==> config.mk <==
export PLATFORM = sky130hd
export DESIGN_NAME = ask4_slicer
export DESIGN_NICKNAME = d
export VERILOG_FILES = /design/src/rtl/ask4_pkg.sv /design/src/rtl/ask4_window_avg.sv /design/src/rtl/ask4_slicer.sv
export SDC_FILE = /design/constraint.sdc
export NUM_CORES = 1
export LEC_CHECK = 0
export BUFFER_PORTS_ARGS = -buffer_cell sky130_fd_sc_hd__buf_2
export CORE_MARGIN = 5
export CORE_UTILIZATION = 65
export DETAILED_ROUTE_END_ITERATION = 10
export HOLD_SLACK_MARGIN = 0.06
export PLACE_DENSITY = 0.79
export SETUP_SLACK_MARGIN = 0.2
export SYNTH_ARGS = -nofsm -noshare
export SYNTH_HDL_FRONTEND = slang
export SYNTH_SLANG_ARGS = --single-unit
==> constraint.sdc <==
create_clock -name sys_clk -period 19.5 [get_ports sys_clk]
set_input_delay 1.95 -clock sys_clk [delete_from_list [all_inputs] [get_ports sys_clk]]
set_output_delay 1.95 -clock sys_clk [all_outputs]
set_load 0.02 [all_outputs]
==> src/rtl/ask4_pkg.sv <==
// Shared types, constants and saturation helpers for the 4-ASK slicer.
// Latency: n/a (combinational helpers only).
// Backpressure: n/a.
package ask4_pkg;

    localparam int WIDTH = 18;

    // Symbol encodings, ordered by increasing amplitude.
    localparam logic [1:0] SYM_M3 = 2'b00;
    localparam logic [1:0] SYM_M1 = 2'b01;
    localparam logic [1:0] SYM_P1 = 2'b10;
    localparam logic [1:0] SYM_P3 = 2'b11;

    // Signed 1s17 extremes: +131071 / -131072.
    localparam logic signed [WIDTH-1:0] SAT_MAX = 18'sh1FFFF;
    localparam logic signed [WIDTH-1:0] SAT_MIN = 18'sh20000;

    // Clamp a 19-bit signed value into the 18-bit signed range.
    function automatic logic signed [WIDTH-1:0] sat18(input logic signed [WIDTH:0] x);
        if (x[WIDTH] != x[WIDTH-1]) begin
            return x[WIDTH] ? SAT_MIN : SAT_MAX;
        end
        return x[WIDTH-1:0];
    endfunction

    // Magnitude of an 18-bit signed value; the most negative code maps to +max.
    function automatic logic [WIDTH-1:0] abs18(input logic signed [WIDTH-1:0] x);
        if (x == SAT_MIN) begin
            return SAT_MAX;
        end
        if (x[WIDTH-1]) begin
            return WIDTH'(-x);
        end
        return x;
    endfunction

endpackage

==> src/rtl/ask4_window_avg.sv <==
// Accumulates 2^ACC_LOG2 enabled samples and presents their mean with a done strobe.
// Latency: done/avg valid the cycle after the enable that completes a window.
// Backpressure: none; every en is consumed, next window restarts when done is seen.
module ask4_window_avg #(
    parameter int W        = 18,
    parameter int ACC_LOG2 = 10
) (
    input  logic         clk,
    input  logic         rst_n,
    input  logic         en,
    input  logic [W-1:0] value,
    output logic [W-1:0] avg,
    output logic         done
);

    localparam int AW = W + ACC_LOG2;

    logic [AW-1:0]       acc_q, acc_d;
    logic [ACC_LOG2-1:0] cnt_q, cnt_d;
    logic                done_q, done_d;
    logic [AW-1:0]       base;

    // Accumulate; the cycle after a window closes the sum is dropped and restarts.
    always_comb begin
        base   = done_q ? '0 : acc_q;
        acc_d  = base;
        cnt_d  = cnt_q;
        done_d = 1'b0;
        if (en) begin
            acc_d  = base + AW'(value);
            cnt_d  = cnt_q + 1'b1;
            done_d = &cnt_q;
        end
    end

    // State registers.
    always_ff @(posedge clk or negedge rst_n) begin
        if (!rst_n) begin
            acc_q  <= '0;
            cnt_q  <= '0;
            done_q <= 1'b0;
        end else begin
            acc_q  <= acc_d;
            cnt_q  <= cnt_d;
            done_q <= done_d;
        end
    end

    // While done is high acc_q holds the completed window sum.
    assign avg  = W'(acc_q >> ACC_LOG2);
    assign done = done_q;

endmodule

==> src/rtl/ask4_slicer.sv <==
// 4-ASK symbol slicer: picks one sample per symbol, decides against an adaptive reference.
// Latency: capture edge -> decision +1 sys_clk, -> statistics update +2 sys_clk.
// Backpressure: none; driven purely by sam_clk_en/sym_clk_en strobes, outputs hold otherwise.
module ask4_slicer
    import ask4_pkg::*;
#(
    parameter int               SPS      = 4,
    parameter int               ACC_LOG2 = 10,
    parameter logic [WIDTH-1:0] REF_INIT = 18'd65536
) (
    input  logic                       sys_clk,
    input  logic                       reset,
    input  logic                       sam_clk_en,
    input  logic                       sym_clk_en,
    input  logic [$clog2(SPS)-1:0]     phase,
    input  logic signed [WIDTH-1:0]    y_in,
    output logic [1:0]                 sym_out,
    output logic                       sym_valid,
    output logic signed [WIDTH-1:0]    mapped_out,
    output logic signed [WIDTH-1:0]    err_out,
    output logic [WIDTH-1:0]           ref_level,
    output logic [WIDTH-1:0]           mse_out,
    output logic                       stats_valid
);

    localparam int PW = $clog2(SPS);

    logic [PW-1:0]             cnt_q, cnt_d;
    logic [PW-1:0]             eff_phase;
    logic signed [WIDTH-1:0]   ys_q, ys_d;
    logic                      cap_q, cap_d;
    logic [1:0]                sym_q, sym_d;
    logic                      sym_valid_q, sym_valid_d;
    logic signed [WIDTH-1:0]   mapped_q, mapped_d;
    logic signed [WIDTH-1:0]   err_q, err_d;
    logic [WIDTH-1:0]          ref_q, ref_d;
    logic [WIDTH-1:0]          mse_q, mse_d;
    logic                      stats_valid_q, stats_valid_d;

    logic signed [WIDTH+1:0]   ys_x, ref_x;
    logic signed [WIDTH:0]     half19, three19;
    logic signed [WIDTH-1:0]   lv_p3, lv_p1, lv_m1, lv_m3;
    logic [1:0]                dec_sym;
    logic signed [WIDTH-1:0]   dec_lvl;
    logic signed [WIDTH-1:0]   dec_err;
    logic signed [2*WIDTH-1:0] err_sq;
    logic [WIDTH-1:0]          sq_val;
    logic [WIDTH-1:0]          abs_val;
    logic [WIDTH-1:0]          abs_avg, sq_avg;
    logic                      abs_done, sq_done, win_done;

    // Symbol-phase counter and single-sample capture at the selected phase.
    always_comb begin
        cnt_d     = cnt_q;
        ys_d      = ys_q;
        cap_d     = 1'b0;
        eff_phase = sym_clk_en ? '0 : cnt_q;
        if (sam_clk_en) begin
            if (sym_clk_en) begin
                cnt_d = PW'(1);
            end else if (cnt_q == PW'(SPS - 1)) begin
                cnt_d = '0;
            end else begin
                cnt_d = cnt_q + 1'b1;
            end
            if (eff_phase == phase) begin
                ys_d  = y_in;
                cap_d = 1'b1;
            end
        end
    end

    // Ideal levels +-ref/2 and +-3ref/2, and the slicer decision on the captured sample.
    always_comb begin
        ys_x    = WIDTH'(0) + {{2{ys_q[WIDTH-1]}}, ys_q};
        ref_x   = $signed({2'b00, ref_q});
        half19  = $signed({2'b00, ref_q[WIDTH-1:1]});
        three19 = $signed({1'b0, ref_q}) + half19;
        lv_p3   = sat18(three19);
        lv_p1   = sat18(half19);
        lv_m1   = sat18(-half19);
        lv_m3   = sat18(-three19);
        if (ys_x >= ref_x) begin
            dec_sym = SYM_P3;
            dec_lvl = lv_p3;
        end else if (!ys_q[WIDTH-1]) begin
            dec_sym = SYM_P1;
            dec_lvl = lv_p1;
        end else if (ys_x >= -ref_x) begin
            dec_sym = SYM_M1;
            dec_lvl = lv_m1;
        end else begin
            dec_sym = SYM_M3;
            dec_lvl = lv_m3;
        end
        dec_err = sat18({ys_q[WIDTH-1], ys_q} - {dec_lvl[WIDTH-1], dec_lvl});
        err_sq  = dec_err * dec_err;
        sq_val  = WIDTH'(err_sq >>> 17);
        abs_val = abs18(ys_q);
    end

    // Register the decision one edge after capture; strobe sym_valid for that cycle.
    always_comb begin
        sym_d       = sym_q;
        mapped_d    = mapped_q;
        err_d       = err_q;
        sym_valid_d = cap_q;
        if (cap_q) begin
            sym_d    = dec_sym;
            mapped_d = dec_lvl;
            err_d    = dec_err;
        end
    end

    ask4_window_avg #(.W(WIDTH), .ACC_LOG2(ACC_LOG2)) u_abs_avg (
        .clk   (sys_clk),
        .rst_n (reset),
        .en    (cap_q),
        .value (abs_val),
        .avg   (abs_avg),
        .done  (abs_done)
    );

    ask4_window_avg #(.W(WIDTH), .ACC_LOG2(ACC_LOG2)) u_sq_avg (
        .clk   (sys_clk),
        .rst_n (reset),
        .en    (cap_q),
        .value (sq_val),
        .avg   (sq_avg),
        .done  (sq_done)
    );

    // Both windows count the same decisions, so their done strobes coincide.
    assign win_done = abs_done & sq_done;

    // Publish window statistics; a zero reference would collapse all levels, so clamp to 1.
    always_comb begin
        ref_d         = ref_q;
        mse_d         = mse_q;
        stats_valid_d = win_done;
        if (win_done) begin
            ref_d = (abs_avg == '0) ? WIDTH'(1) : abs_avg;
            mse_d = sq_avg;
        end
    end

    // State registers.
    always_ff @(posedge sys_clk or negedge reset) begin
        if (!reset) begin
            cnt_q         <= '0;
            ys_q          <= '0;
            cap_q         <= 1'b0;
            sym_q         <= '0;
            sym_valid_q   <= 1'b0;
            mapped_q      <= '0;
            err_q         <= '0;
            ref_q         <= REF_INIT;
            mse_q         <= '0;
            stats_valid_q <= 1'b0;
        end else begin
            cnt_q         <= cnt_d;
            ys_q          <= ys_d;
            cap_q         <= cap_d;
            sym_q         <= sym_d;
            sym_valid_q   <= sym_valid_d;
            mapped_q      <= mapped_d;
            err_q         <= err_d;
            ref_q         <= ref_d;
            mse_q         <= mse_d;
            stats_valid_q <= stats_valid_d;
        end
    end

    assign sym_out     = sym_q;
    assign sym_valid   = sym_valid_q;
    assign mapped_out  = mapped_q;
    assign err_out     = err_q;
    assign ref_level   = ref_q;
    assign mse_out     = mse_q;
    assign stats_valid = stats_valid_q;

endmodule
==> reports/results.env, run 1 <==
WORST_R2R_ENDPOINT='u_sq_avg.acc_q[23]'
DRV_CAP=0
GROUTE.USAGE.OVERALL=0.354
DIE_WIDTH_UM=202
SETUP_SLACK_AT_PLACEMENT_PS=932
PLACE.DETAILED.HPWL_MM=57.7
GLOBALROUTEMET2UTIL=0.597
DESIGN.DIE.AREA_MM2=0.0407
SYNTHARSTFLOPSHARE=1.00
DRT_FIRST_PASS_ITERS=7
FINAL_HOLD_VIOL_COUNT=0
CLOCK_LATENCY_PS=460
RUN_STATUS='complete, no violations'
AREA_GROWTH_SYN_TO_LAYOUT_PCT=6.64
IOPINCOUNT=100
POST_SYNTH_INST_COUNT=2665
VIAS_IN_THE_FIRST_GLOBAL_ROUTE=20900
INSTANCE_AREA_AT_PLACEMENT_MM2=0.0249
YS.FLOP_TYPE='dfrtp_1'
MAXSLEWHEADROOM=0.276
FINAL_CRITICAL_PATH_SETUP_SLACK_PS=1500
TIGHTESTPINTRANSITION_PS=1070
INITIAL_ANTENNA_VIOLATION_COUNT=1
NUMBER_OF_ENDPOINTS_FAILING_SETUP_AT_THE_FINAL_STAGE=0
SEQUENTIAL_SHARE_OF_THE_SYNTHESIZED_AREA=0.183
SYNTH-EDFF-COUNT=0
SYNTHESIS.NETS=3208
R2R_START='ref_level[1]'
MIN_PATH_TYPE='reg2reg'
GRT_FIRST_PASS_WIRELENGTH_MM=114
LAYOUT.CELL_AREA.NON_FILLER_MM2=0.0255
INITIAL_UTIL=0.656
ANT_NETS=0
SETUP.WORST_PATH.END_CLASS='register'
WORST_PATH_MOST_REPEATED_CELL='a21o_1'
CP_DATA_REQUIRED_TIME_PS=19830
GRT_START_MAX_NET_PINS=105
CTS_TREE='built'
TOTALWIRELENGTH_MM=70.9
POST-CTS-SETUP-BUFFERS=0
DRT-WIRELENGTH-PER-CELL_UM=22.1
FLOORPLAN.ROWS=70
FINALCRITPERIODSHARE=0.923
HOLD_PATH_STARTPOINT='u_abs_avg.cnt_q[9]'
CTS-HOLD-FIX-BUFFERS=0
GP_WEIGHTED_CONGESTION=1.05
REG2REG_SETUP_SLACK_PS=1500
HOLD_DEPTH=1
SYNTH_CELL_TYPES=85
CRIT_PATH_LARGEST_CELL_DELAY_PS=870
CTS_BUFFERS=17
FINALNETCOUNT=3273
WORST_CLOCK_SKEW_PS=19.2
SYNTHESIS.AREA_MM2=0.0239
PATH_CLASS='reg2reg'
CRIT_PATH_START_KIND='register'
MAX_FREQ_MHz=55.6
CTS.PATH.MAX_BUFFERS=2
SYN_WARNINGS=0
FP.COREAREA_MM2=0.0364
DIE_Y_UM=202
N_ANTENNA_CELL=0
LAYOUT-DRIVE-GT1-SHARE=0.0995
GR-TOTAL-OVERFLOW=0
ROUTE.DETAILED.DRC=0
BUSIEST_LAYER='met2'
FIN_SETUP_TNS_PS=0
AVERAGE_SIZE_OF_A_MAPPED_CELL_UM2=8.97
VIA_COUNT=19800
MET3_USAGE=0.0558
TIMING.REG2REG.WORST_PATH_DEPTH=53
WORST_HOLD_PATH.ENDPOINT='u_abs_avg.cnt_q[9]'
TRITONCTS_NUM_SINKS=175
VIASPERCELL=6.16
USE_MET1=0.447
TIMING_MAX_TRANSITION_VIOLATIONS_FINAL=0
POSTCTSRESIZEDCELLS=0
ARRIVAL_PS=18330
CLOCK_PIN_SLEW_OF_THE_REGISTERS_ON_THE_WORST_CASE_SETUP_AND_HOLD_PATHS_PS=80
H-TREE-DEPTH=4
YS_SEQ_ELEMENTS=175
CRITPATHSLOWESTCELL='a2111oi_0'
CRIT_PATH_MAX_FANOUT=22
ROOT_BUFFER='clkbuf_16'
PORT_BUFFERS=99
GRT_SETUP_UNREPAIRED='false'
FINAL_PERIOD_MINUS_WORST_SETUP_SLACK_PS=18000
DETAIL_ROUTE.ITER0.VIOLATIONS=1582
## metrics by stage
stage | std cells | hold slack [ps] | utilization
floorplan | 2665 | 352 | -
finish | 3211 | 474 | 0.700
global route | 3211 | 488 | 0.700
CTS | 3211 | 476 | 0.699
detailed placement | 3179 | 454 | 0.683
global placement | 3179 | 454 | 0.683
## critical path: cells and delay by family (launching register included)
kind | cells | cell delay (ps)
AO/OA/AOI/OAI | 25 | 8080
flip-flops | 1 | 590
adder cells (fa/ha/maj) | 10 | 4400
XOR/XNOR | 2 | 450
AND/OR/NAND/NOR | 10 | 3430
buffers and inverters | 6 | 860
## layout by cell type, fill, tap and decap left out, drive strengths merged, types with 11 or more instances in the layout
master,n
a211oi,21
a21o,43
a21oi,120
a31oi,13
and3,22
buf,121
clkbuf,18
dfrtp,174
fa,295
ha,224
inv,423
mux2,76
nand2,268
nand3,48
nand4,24
nor2,225
nor2b,62
nor3,41
nor4,15
o21a,22
o21ai,109
o21bai,11
o31ai,13
or2,17
or3,12
xnor2,117
xor2,56
## synthesized netlist by cell type (5+ instances only)
library cell    n  area, um^2
nand2_1       268        1010
and4_1          5        43.8
a21oi_1       118         591
o21ai_1        10        50.1
dfrtp_1       174        4350
o2111ai_1       5        43.8
nor2_1        225         845
nand4_1        24         150
o21bai_1       11        82.6
inv_1         413        1550
xor2_1         56         490
clkbuf_1       65         244
a211oi_1       20         150
a31oi_1        13        81.3
ha_1          224        2800
o21a_1         22         165
mux2_2         75         845
nor4_1         14        87.6
and2_1          9        56.3
o211ai_1       10        75.1
o31ai_1        13        97.6
buf_1           5        18.8
or3_1          12        75.1
xnor2_1       116        1020
or4_1           9        67.6
nand3_1        48         240
nor3_1         40         200
nand2b_1       10        62.6
and3_1         22         138
fa_1          295        5910
nor3b_1         7        52.6
nand3b_1        5        37.5
nor2b_1        62         388
o21ai_0        97         485
a21o_1         43         323
or2_2          17         106
a221oi_1        7        61.3
## worst max path at each step
stage | start | end | slack (ps) | depth (start not counted)
3_3_place_gp | ref_level[1] | u_sq_avg.acc_q[23] | 1400 | 59
2_1_floorplan | ref_level[1] | u_sq_avg.acc_q[23] | 4700 | 63
6_report | ref_level[1] | u_sq_avg.acc_q[23] | 1500 | 53
5_1_grt | ref_level[1] | u_sq_avg.acc_q[23] | 240 | 60
3_5_place_dp | ref_level[1] | u_sq_avg.acc_q[23] | 930 | 59
4_1_cts | ref_level[1] | u_sq_avg.acc_q[23] | 860 | 59
## final cells by class
cell class	count	area [um^2]
Clock buffer	17	425
Clock inverter	15	184
Fill cell	2903	10900
Inverter	418	1570
Multi-Input combinational cell	1996	17700
Sequential cell	175	4380
Tap cell	468	586
Timing Repair Buffer	122	677
## sequential cells by signal, indices dropped and copies added (netlist names), 10 cells and up
name	count
ref_level	18
err_out	18
u_sq_avg.cnt_q	10
mse_out	18
mapped_out	18
u_abs_avg.cnt_q	10
ys_q	18
u_sq_avg.acc_q	28
u_abs_avg.acc_q	28
## kinds of logic after synthesis
family	share of synthesized area
AOI/OAI and AO/OA	0.118
xor gates and xnor gates	0.0637
adders and majority gates	0.365
buffers and inverters	0.0782
DFF	0.183
muxes	0.0372
and+or+nand+nor	0.155
## per-layer routing
| metal | part of all wire | vias to the layer above |
|---|---|---|
| li1 | - | 8881 |
| met1 | 0.38 | 9745 |
| met2 | 0.48 | 902 |
| met3 | 0.073 | 242 |
| met4 | 0.061 | 2 |
| met5 | 0.00017 | - |
Power of run 1 is not shown: default switching activity piles up to over one toggle a cycle in this logic, so the estimate is an artifact.
==> inputs of run 2 (changes only) <==
- PLACE_DENSITY: 0.79 -> 0.91
- REMOVE_ABC_BUFFERS: unset -> 1
==> reports/results.env, run 2 (synthesized netlist as in run 1, its figures left out) <==
TIMING.REG2REG.WORST_PATH_DEPTH=56
CRIT_PATH_START_KIND='register'
POST-CTS-SETUP-BUFFERS=0
WORST_CLOCK_SKEW_PS=22.3
CTS.PATH.MAX_BUFFERS=2
VIA_COUNT=20200
PATH_CLASS='reg2reg'
CRIT_PATH_LARGEST_CELL_DELAY_PS=650
TOP_REGS='u_abs_avg.acc_q (28), u_sq_avg.acc_q (28)'
VIASPERCELL=6.31
CRIT_PATH_MAX_FANOUT=22
MIN_PATH_TYPE='reg2reg'
FIN_SETUP_TNS_PS=0
CLOCK_PIN_SLEW_OF_THE_REGISTERS_ON_THE_WORST_CASE_SETUP_AND_HOLD_PATHS_PS=90
FINALNETCOUNT=3272
GROUTE.USAGE.OVERALL=0.354
CRIT_PATH_START='ref_level[1]'
MULTI_INPUT_COMBINATIONAL_CELL_AREA_MM2=0.0177
LAYOUT.CELLS.MOST_COMMON_LIST='inv_1, fa_1, nand2_1, nor2_1, ha_1'
PLACEDCELLCOUNT=3178
R2R_START='ref_level[1]'
WORST_PATH_MOST_REPEATED_CELL='inv_1'
INITIAL_ANTENNA_VIOLATION_COUNT=1
FILL_CELLS=2701
GRT_SETUP_UNREPAIRED='false'
NUMBER_OF_ENDPOINTS_FAILING_SETUP_AT_THE_FINAL_STAGE=0
FINAL_HOLD_VIOL_COUNT=0
GRT_START_MAX_NET_PINS=115
H-TREE-DEPTH=4
WORST_R2R_ENDPOINT='u_sq_avg.acc_q[22]'
PORT_BUFFERS=99
FLOORPLAN.ROWS=70
WHS_PS=475
USE_MET1=0.454
GRT_FIRST_PASS_WIRELENGTH_MM=114
RUN_STATUS='complete, no violations'
IOPINCOUNT=100
BUSIEST_LAYER='met2'
MET3_USAGE=0.0701
SETUP.WORST_PATH.END_CLASS='register'
TIGHTESTPINTRANSITION_PS=1060
ROOT_BUFFER='clkbuf_16'
TOTALWIRELENGTH_MM=70.5
INITIAL_UTIL=0.656
DIE_WIDTH_UM=202
GLOBALROUTEMET2UTIL=0.580
ARRIVAL_PS=18740
DIE_Y_UM=202
DRV_CAP=0
ANT_NETS=0
CP-ENDPOINT='u_sq_avg.acc_q[22]'
FINAL_COMMON_CELL='inv_1'
GP_WEIGHTED_CONGESTION=1.06
FINAL_UTIL=0.698
DRT_FIRST_PASS_ITERS=6
MAXSLEWHEADROOM=0.294
CTS_BUFFERS=17
FP.COREAREA_MM2=0.0364
AREA_GROWTH_SYN_TO_LAYOUT_PCT=6.38
DETAIL_ROUTE.ITER0.VIOLATIONS=2359
TRITONCTS_NUM_SINKS=175
DRT-WIRELENGTH-PER-CELL_UM=22.0
GR-TOTAL-OVERFLOW=0
PLACE.DETAILED.HPWL_MM=55.3
CTS_TREE='built'
FINALCRITPERIODSHARE=0.941
LAYOUT-DRIVE-GT1-SHARE=0.0985
FINAL_PERIOD_MINUS_WORST_SETUP_SLACK_PS=18350
FINALNONFILLERCELLS=3210
REG2REG_SETUP_SLACK_PS=1150
ROUTE.DETAILED.DRC=0
VIAS_IN_THE_FIRST_GLOBAL_ROUTE=21400
MAX_FREQ_MHz=54.5
CLOCK_LATENCY_PS=480
FF_LATCH_AREA_MM2=0.00438
HOLD_PATH_STARTPOINT='u_sq_avg.cnt_q[9]'
TIMING_MAX_TRANSITION_VIOLATIONS_FINAL=0
CRITPATHSLOWESTCELL='nor2_1'
DESIGN.DIE.AREA_MM2=0.0407
N_ANTENNA_CELL=0
CP_DATA_REQUIRED_TIME_PS=19890
-- run 2: cell count changes in the layout (fill, tap and decap cells not counted), sizes merged --
cell,delta
clkinvlp,-1
inv,-3
clkbuf,+3
-- run 2: area by class of cell --
type,count,share of cell area
Tap cell,468,0.0230
Clock buffer,21,0.0181
Clock inverter,11,0.00389
Inverter,418,0.0617
Multi-Input combinational cell,1996,0.695
Timing Repair Buffer,121,0.0262
Sequential cell,175,0.172
-- run 2: critical path, delay by kind of cell (launching register included) --
family / cells / cell delay (ps)
buffers and inverters: 8 / 1200
XOR/XNOR: 1 / 140
adder cells (fa/ha/maj): 10 / 4140
AND/OR/NAND/NOR: 20 / 6890
flip-flops: 1 / 600
AO/OA/AOI/OAI: 17 / 5260
-- run 2: worst min path at each step --
stage	slack [ps]	end	depth (start not counted)
6_report	470	u_sq_avg.cnt_q[9]	1
5_1_grt	500	u_sq_avg.cnt_q[9]	1
4_1_cts	470	u_sq_avg.cnt_q[9]	1
3_5_place_dp	460	u_abs_avg.cnt_q[8]	1
3_3_place_gp	450	u_abs_avg.cnt_q[8]	1
2_1_floorplan	440	u_abs_avg.cnt_q[9]	1
-- run 2: routing by layer --
layer	vias to the layer above	routed length, um
li1	8884	-
met5	-	0
met1	9917	26300
met4	0	3850
met2	1154	33400
met3	285	7000
-- run 2: per-stage QoR --
step	cell area, um^2	setup WS (ps)
floorplan	23600	3870
global placement	24900	1570
detailed placement	24900	1150
CTS	25400	1020
global route	25400	421
finish	25400	1150
-- run 2: timing repair --
| action | 4_1_cts | 5_1_grt |
|---|---|---|
| gates resized for setup | 0 | 4 |
| hold buffers | 0 | 0 |
| endpoints found under the setup margin | 0 | 14 |
Power of run 2 is left out for the same reason.
==> inputs of run 3 (changes only) <==
- CORE_ASPECT_RATIO: unset -> 1.4
==> reports/results.env, run 3 (synthesized netlist as in run 1, its figures left out) <==
RUN_STATUS='complete, no violations'
FINAL_COMMON_CELL='inv_1'
TOPROUTINGLAYERUSED='met4'
R2R_START='ref_level[1]'
MAX_FREQ_MHz=54.4
ROUTED-WL-MET3_MM=4.91
DRT_FIRST_PASS_ITERS=6
DESIGN.DIE.AREA_MM2=0.0408
GR-TOTAL-OVERFLOW=0
PORT_BUFFERS=99
FINAL_UTIL=0.699
WL_MET2_MM=38.5
GROUTE.USAGE.OVERALL=0.374
CP_NUM_BUF_INV=9
LAYOUT.CELLS.MOST_COMMON_LIST='inv_1, fa_1, nand2_1, nor2_1, ha_1'
CLOCK_LATENCY_PS=490
ANT_NETS=0
MULTI_INPUT_COMBINATIONAL_CELL_AREA_MM2=0.0177
TIMING.REG2REG.WORST_PATH_DEPTH=55
FILL_CELLS=2739
WL_MET1_MM=25.1
MAXSLEWHEADROOM=0.310
FINALNETCOUNT=3278
ROUTE.DETAILED.DRC=0
HOLD_PATH_STARTPOINT='u_abs_avg.cnt_q[8]'
AREA_GROWTH_SYN_TO_LAYOUT_PCT=6.95
FINAL_HOLD_VIOL_COUNT=0
LAYOUT-DRIVE-GT1-SHARE=0.101
FINAL_PERIOD_MINUS_WORST_SETUP_SLACK_PS=18370
CTS.PATH.MAX_BUFFERS=2
FINALCRITPERIODSHARE=0.942
DRT-WIRELENGTH-PER-CELL_UM=23.3
WORST_PATH_MOST_REPEATED_CELL='inv_1'
NUMBER_OF_ENDPOINTS_FAILING_SETUP_AT_THE_FINAL_STAGE=0
DETAIL_ROUTE.ITER0.VIOLATIONS=1623
TOTALWIRELENGTH_MM=74.9
GRT_FIRST_PASS_WIRELENGTH_MM=118
MIN_PATH_TYPE='reg2reg'
VIAS_IN_THE_FIRST_GLOBAL_ROUTE=22000
FLOORPLAN.ROWS=83
GRT_SETUP_UNREPAIRED='false'
CRITPATHSLOWESTCELL='a2111oi_0'
PLACE.DETAILED.HPWL_MM=59.3
CTS_BUFFERS=17
TIGHTESTPINTRANSITION_PS=1020
DIE_WIDTH_UM=172
REG2REG_SETUP_SLACK_PS=1130
N_ANTENNA_CELL=0
WORST_R2R_ENDPOINT='u_sq_avg.acc_q[23]'
CTS_TREE='built'
FP.COREAREA_MM2=0.0366
CLOCK_PIN_SLEW_OF_THE_REGISTERS_ON_THE_WORST_CASE_SETUP_AND_HOLD_PATHS_PS=90
GP_WEIGHTED_CONGESTION=1.06
WORST_CLOCK_SKEW_PS=19.4
TOP_REGS='u_abs_avg.acc_q (28), u_sq_avg.acc_q (28)'
TRITONCTS_NUM_SINKS=175
PATH_CLASS='reg2reg'
WHS_PS=480
FF_LATCH_AREA_MM2=0.00438
ROOT_BUFFER='clkbuf_16'
GRT_START_MAX_NET_PINS=108
DIE_Y_UM=237
CRIT_PATH_LARGEST_CELL_DELAY_PS=740
HOLD_DEPTH=1
ARRIVAL_PS=18710
INITIAL_ANTENNA_VIOLATION_COUNT=0
VIA_COUNT=20400
DRV_CAP=0
INITIAL_UTIL=0.654
VIASPERCELL=6.34
H-TREE-DEPTH=4
WORST_HOLD_PATH.ENDPOINT='u_abs_avg.cnt_q[8]'
CP_DATA_REQUIRED_TIME_PS=19850
POST-CTS-SETUP-BUFFERS=0
CRIT_PATH_START_KIND='register'
IOPINCOUNT=100
FIN_SETUP_TNS_PS=0
TIMING_MAX_TRANSITION_VIOLATIONS_FINAL=0
CRIT_PATH_MAX_FANOUT=22
WORST_PATH_DOMINANT_CELL_FAMILY='compound AO/OA/AOI/OAI gates'
SETUP.WORST_PATH.END_CLASS='register'
run 3: worst max-delay path by stage:
stage | start | endpoint | slack (ps) | cells past startpoint
3_3_place_gp | ref_level[1] | u_sq_avg.acc_q[23] | 1960 | 56
4_1_cts | ref_level[1] | u_sq_avg.acc_q[23] | 1490 | 55
5_1_grt | ref_level[1] | u_sq_avg.acc_q[23] | 330 | 55
2_1_floorplan | ref_level[1] | u_sq_avg.acc_q[23] | 3870 | 57
6_report | ref_level[1] | u_sq_avg.acc_q[23] | 1130 | 55
3_5_place_dp | ref_level[1] | u_sq_avg.acc_q[23] | 1690 | 56
run 3: layout make-up:
class,instances,share of cell area
Multi-Input combinational cell,1996,0.691
Sequential cell,175,0.171
Inverter,418,0.0614
Timing Repair Buffer,127,0.0278
Tap cell,467,0.0229
Clock buffer,17,0.0166
Clock inverter,15,0.00900
run 3: repair_timing:
action,in CTS,in global routing
gates resized for setup,0,2
hold buffers,0,0
hold endpoints to repair,0,0
endpoints found under the setup margin,0,2
run 3: worst reg2reg max path: cells and delay by family (launching register included):
kind / cells / cell delay, ps
compound gates: 23 / 7500
fa+ha+maj: 10 / 4610
simple gates: 11 / 3680
buf+inv: 9 / 1300
flops: 1 / 620
xor+xnor: 2 / 530
run 3: stage by stage:
stage | worst slack [ps] | instance area (um^2) | instances
floorplan | 3870 | 23600 | 2589
global placement | 1960 | 24900 | 3183
detailed placement | 1690 | 24900 | 3183
CTS | 1490 | 25600 | 3215
global route | 332 | 25600 | 3215
finish | 1130 | 25600 | 3215
run 3: layer usage:
layer,up-vias,global-route usage
met1,9971,0.409
met3,397,0.0568
met5,-,0
met2,1118,0.657
met4,0,0.257
li1,8897,-
Power of run 3 is left out for the same reason.
